--- config.mk ---
export PLATFORM = sky130hd
export DESIGN_NAME = blink_monitor
export DESIGN_NICKNAME = d
export VERILOG_FILES = /design/src/rtl/blink_monitor.sv
export SDC_FILE = /design/constraint.sdc
export NUM_CORES = 1
export LEC_CHECK = 0
export CAP_MARGIN = 15
export CORE_MARGIN = 1.5
export CORE_UTILIZATION = 62
export CTS_CLUSTER_SIZE = 30
export DETAILED_ROUTE_END_ITERATION = 16
export DONT_BUFFER_PORTS = 1
export PLACE_DENSITY = 0.78
export SYNTH_ARGS = -nofsm -noshare
export SYNTH_HDL_FRONTEND = slang
export SYNTH_SLANG_ARGS = --single-unit
--- constraint.sdc ---
create_clock -name clk -period 2.4 [get_ports clk]
set_input_delay 0.6 -clock clk [delete_from_list [all_inputs] [get_ports clk]]
set_output_delay 0.6 -clock clk [all_outputs]
set_load 0.005 [all_outputs]
--- src/rtl/blink_monitor.sv ---
// Monitors the blink generator's light output: detects edges, measures each half-period,
// and reports lock status, a sticky error flag and a running toggle count.
module blink_monitor #(
    parameter int EXPECTED_HALF = 9,
    parameter int TOL           = 0,
    parameter int LOCK_COUNT    = 4,
    parameter int WIDTH         = 8,
    parameter int TW            = 16
) (
    input  logic             clk,
    input  logic             rst,
    input  logic             light,
    input  logic             clear_err,
    output logic             rise,
    output logic             fall,
    output logic             period_valid,
    output logic [WIDTH-1:0] half_period,
    output logic             locked,
    output logic             err,
    output logic [TW-1:0]    toggle_count
);

    localparam logic [1:0] IDLE    = 2'd0;
    localparam logic [1:0] MEASURE = 2'd1;
    localparam logic [1:0] LOCKED  = 2'd2;

    localparam int MW     = $clog2(LOCK_COUNT + 1);
    localparam int LO_INT = (EXPECTED_HALF > TOL) ? EXPECTED_HALF - TOL : 0;
    localparam int HI_INT = EXPECTED_HALF + TOL;

    // Window bounds carry one extra bit so EXPECTED_HALF+TOL cannot wrap.
    localparam logic [WIDTH:0]   LO      = LO_INT[WIDTH:0];
    localparam logic [WIDTH:0]   HI      = HI_INT[WIDTH:0];
    localparam logic [WIDTH-1:0] RUN_MAX = '1;
    localparam logic [WIDTH-1:0] RUN_ONE = {{(WIDTH-1){1'b0}}, 1'b1};
    localparam logic [MW-1:0]    LOCK_N  = LOCK_COUNT[MW-1:0];

    logic             light_q;
    logic [WIDTH-1:0] run_cnt;
    logic [MW-1:0]    match_cnt;
    logic [1:0]       state;

    logic             edge_det;
    logic             in_range;
    logic             timeout;
    logic [MW-1:0]    match_inc;
    logic [1:0]       state_nx;
    logic [MW-1:0]    match_nx;
    logic             err_set;

    assign edge_det  = light ^ light_q;
    assign in_range  = ({1'b0, run_cnt} >= LO) && ({1'b0, run_cnt} <= HI);
    assign timeout   = !edge_det && (run_cnt == RUN_MAX) && (state != IDLE);
    assign match_inc = match_cnt + 1'b1;

    always_comb begin
        state_nx = state;
        match_nx = match_cnt;
        err_set  = 1'b0;
        case (state)
            IDLE: begin
                if (edge_det) begin
                    state_nx = MEASURE;
                    match_nx = '0;
                end
            end
            MEASURE: begin
                if (edge_det) begin
                    if (in_range) begin
                        match_nx = match_inc;
                        if (match_inc == LOCK_N) state_nx = LOCKED;
                    end else begin
                        match_nx = '0;
                    end
                end else if (timeout) begin
                    state_nx = IDLE;
                    match_nx = '0;
                end
            end
            LOCKED: begin
                // Losing lock by mismatch or by a stalled light both count as errors.
                if (edge_det) begin
                    if (!in_range) begin
                        err_set  = 1'b1;
                        state_nx = MEASURE;
                        match_nx = '0;
                    end
                end else if (timeout) begin
                    err_set  = 1'b1;
                    state_nx = IDLE;
                    match_nx = '0;
                end
            end
            default: begin
                state_nx = IDLE;
                match_nx = '0;
            end
        endcase
    end

    always_ff @(posedge clk or posedge rst) begin
        if (rst) begin
            light_q      <= 1'b0;
            run_cnt      <= '0;
            match_cnt    <= '0;
            state        <= IDLE;
            rise         <= 1'b0;
            fall         <= 1'b0;
            period_valid <= 1'b0;
            half_period  <= '0;
            locked       <= 1'b0;
            toggle_count <= '0;
        end else begin
            light_q      <= light;
            rise         <= light & ~light_q;
            fall         <= ~light & light_q;
            period_valid <= edge_det && (state != IDLE);
            if (edge_det && (state != IDLE)) half_period <= run_cnt;
            if (edge_det) begin
                run_cnt      <= RUN_ONE;
                toggle_count <= toggle_count + 1'b1;
            end else if (run_cnt != RUN_MAX) begin
                run_cnt <= run_cnt + 1'b1;
            end
            state     <= state_nx;
            match_cnt <= match_nx;
            locked    <= (state_nx == LOCKED);
        end
    end

    // A set in the same cycle as clear_err wins.
    always_ff @(posedge clk or posedge rst) begin
        if (rst)            err <= 1'b0;
        else if (err_set)   err <= 1'b1;
        else if (clear_err) err <= 1'b0;
    end

endmodule

==> run_results.csv <==
group,metric,value,unit
yosys,ys_seq_elements,43,
floorplan,io_pins,33,
yosys,synth_flop_cell,"dfrtp_1",
global_routing,overflow,0,
cells_and_area,syn_to_final_growth,5.91,%
critical_path,cp.arrival,2.33,ns
critical_path,crit_type,"flip-flop to flip-flop",
critical_path,cp_data_required_time,2.70,ns
route,vias,1389,
yosys,synth_most_common_cell,"dfrtp_1",
timing,worst_slack,0.369,ns
cts,clk_latency,0.36,ns
placement,dp_hpwl,2600,µm
global_routing,antenna_found_initial,0,
critical_path,timing.rr.start,"run_cnt[0]",
yosys,synth_area_leaders,"dfrtp_1 (53%), ha_1 (6.8%), mux2_2 (5.0%), xnor2_1 (4.7%), inv_1 (2.8%)",
yosys,synthCells,180,
timing,finClkSkew,0.0105,ns
yosys,synth_common_cells,"dfrtp_1 (43), inv_1 (15), ha_1 (11), xnor2_1 (11)",
placement,pre_cts_ws,0.224,ns
timing,min_period,2.03,ns
yosys,syn_area,2030,µm²
cts,htreeDepth,2,
cts,clkTransAtPathRegs,0.12,ns
cts,postCtsSetupBuffers,0,
timing,fin_hold_ws,0.240,ns
route,firstDrtPassIters,4,
critical_path,r2r_slack,0.37,ns
critical_path,cp_slowest_cell,"or4b_4",
yosys,yosysTopAreaCell,"dfrtp_1",
yosys,synth_top_area_share,53.0,%
critical_path,rr_worst_depth,5,
yosys,yosysSeqAreaShare,53.0,%
global_routing,track_usage,23.6,%
global_routing,grt_start_max_net_pins,44,
floorplan,row_count,20,
placement,portBuffers,0,
power_and_ir_drop,ir_drop,0.000452,V
worst_hold_path,holdCritPathClass,"input pin to asynchronous set/reset pin",
timing,max_slew_margin,61.3,%
yosys,synth_edf_count,0,
outcome,status,"completed",
timing,setup_viol,0,
cts,clock_path_buffers,2,
critical_path,cp_max_fo,7,
route,final_antenna_net_count,0,
global_routing,grt_pass1_vias,1381,
yosys,syn-num-nets,195,
timing,rsz0062_at_grt,"no",
route,drtIter0Drc,94,
floorplan,die_x,60.3,µm
yosys,async_flop_share,100,%
timing,setup_tns,0,ns
critical_path,end_kind,"flip-flop",
route,drc,0,
critical_path,reg2reg_to,"locked",
cts,clock_sinks,43,
floorplan,start_util,66.0,%
critical_path,critPathMaxStageDelay,0.52,ns
critical_path,cp_cell_sequence,"ha_1 > and3_1 > a41o_1 > or4b_4 > a21oi_2",
flow_run,cap_viol_max_count,0,
cells_and_area,final_cells,228,
placement,gp_congestion,0.805,
timing,hold_viol,0,
floorplan,dieArea,3630,µm²
floorplan,core,3080,µm²
cts,cts_tree,"built",
yosys,yosys.cell_types.count,36,
power_and_ir_drop,power_leakage,1.02,nW
timing,worst_pin_slew,0.575,ns
global_routing,grt_pass1_wl,6200,µm
route,avgRoutedWirePerCell,16.2,µm
timing,max_freq,492,MHz
yosys,synth.avg_cell_area,11.3,µm²
route,viasPerCell,6.09,
cts,hold_buffers,0,
power_and_ir_drop,power.density,816,nW/µm²
cells_and_area,diodes,0,
cells_and_area,drive_gt1_share,13.0,%
yosys,ys_warn_count,0,
cts,numCtsBuffers,5,
cells_and_area,final_nets,198,
cells_and_area,n_fill_cell,232,
timing,finalMaxSlewViolations,0,
route,drt_wl_total,3700,µm
placement,dpl.cell_count,220,
critical_path,startpoint_type,"flip-flop",
cells_and_area,multi_input_area,877,µm²
cts,cts_root_buffer,"clkbuf_4",
cts,cts_resized,0,
floorplan,die_h,60.3,µm
cells_and_area,seqCellArea,1080,µm²
timing,min_period_over_period,84.6,%
power_and_ir_drop,total_power,1.76,mW
state kept, by name, summed over array words and instances (netlist names):
| register | flops |
|---|---|
| toggle_count | 16 |
| period_valid | 1 |
| state | 2 |
| run_cnt | 8 |
| match_cnt | 3 |
| rise | 1 |
| fall | 1 |
| err | 1 |
| half_period | 8 |
| light_q | 1 |
| locked | 1 |
worst max-delay path by stage:
stage	startpoint	to	cells past startpoint
CTS	run_cnt[0]	locked	5
finish	run_cnt[0]	locked	5
floorplan	light	half_period[0]	5
global placement	light	toggle_count[15]	6
global route	run_cnt[1]	match_cnt[0]	6
detailed placement	light	toggle_count[15]	6
kinds of logic after synthesis:
kind of cell               share of synthesized area, %
AOI/OAI and AO/OA                                  9.42
buffers and inverters                              3.88
adders and majority gates                          6.77
DFF                                                53.0
muxes                                              4.99
xor gates and xnor gates                           7.33
and+or+nand+nor                                    14.7
critical path: cells and delay by family, from the launching register on:
family,cells,cell delay [ns]
flops,1,0.47
compound gates,2,0.42
simple gates,2,0.81
fa+ha+maj,1,0.28
where the power goes:
group / internal (mW) / switching (mW) / total, mW
clock network: 0.171 / 0.230 / 0.402
registers: 0.834 / 0.152 / 0.986
logic: 0.175 / 0.194 / 0.369
cell usage in the layout, fill, tap and decap left out, drive strengths merged:
cell type / instances
or4b: 2
mux2: 9
o21ai: 8
nand3: 6
o31ai: 2
dfrtp: 43
nand2: 9
a211o: 1
a41o: 1
nand2b: 1
inv: 15
clkinvlp: 1
a22o: 1
nor2: 7
a211oi: 5
and3: 4
a21oi: 5
or3b: 1
a31oi: 4
a32oi: 2
clkbuf: 7
and4: 2
nand3b: 1
buf: 2
ha: 11
nand4: 3
or3: 1
nor3: 5
nand4b: 2
xnor2: 11
xor2: 6
and3b: 1
nor4: 4
nor4b: 1
layout make-up:
| class | instances | share of cell area, % |
|---|---|---|
| Tap cell | 44 | 2.56 |
| Sequential cell | 43 | 50.0 |
| Timing Repair Buffer | 2 | 0.698 |
| Inverter | 15 | 2.62 |
| Clock buffer | 7 | 3.02 |
| Clock inverter | 1 | 0.349 |
| Multi-Input combinational cell | 116 | 40.8 |
per-layer routing:
layer / track usage, % / vias up / wire length, µm
met1: 26.6 / 683 / 1470
met2: 40.4 / 53 / 1870
met4: 12.1 / 0 / 61
li1: - / 644 / -
met5: 0 / - / 0
met3: 6.71 / 9 / 295
stage by stage:
stage	utilization [%]	instance area, µm²
after CTS	69.9	2150
final	69.9	2150
after detailed placement	67.6	2080
after global placement	67.6	2080
after global routing	69.9	2150
after floorplan	-	2030
(Power assumes the default switching activity.)
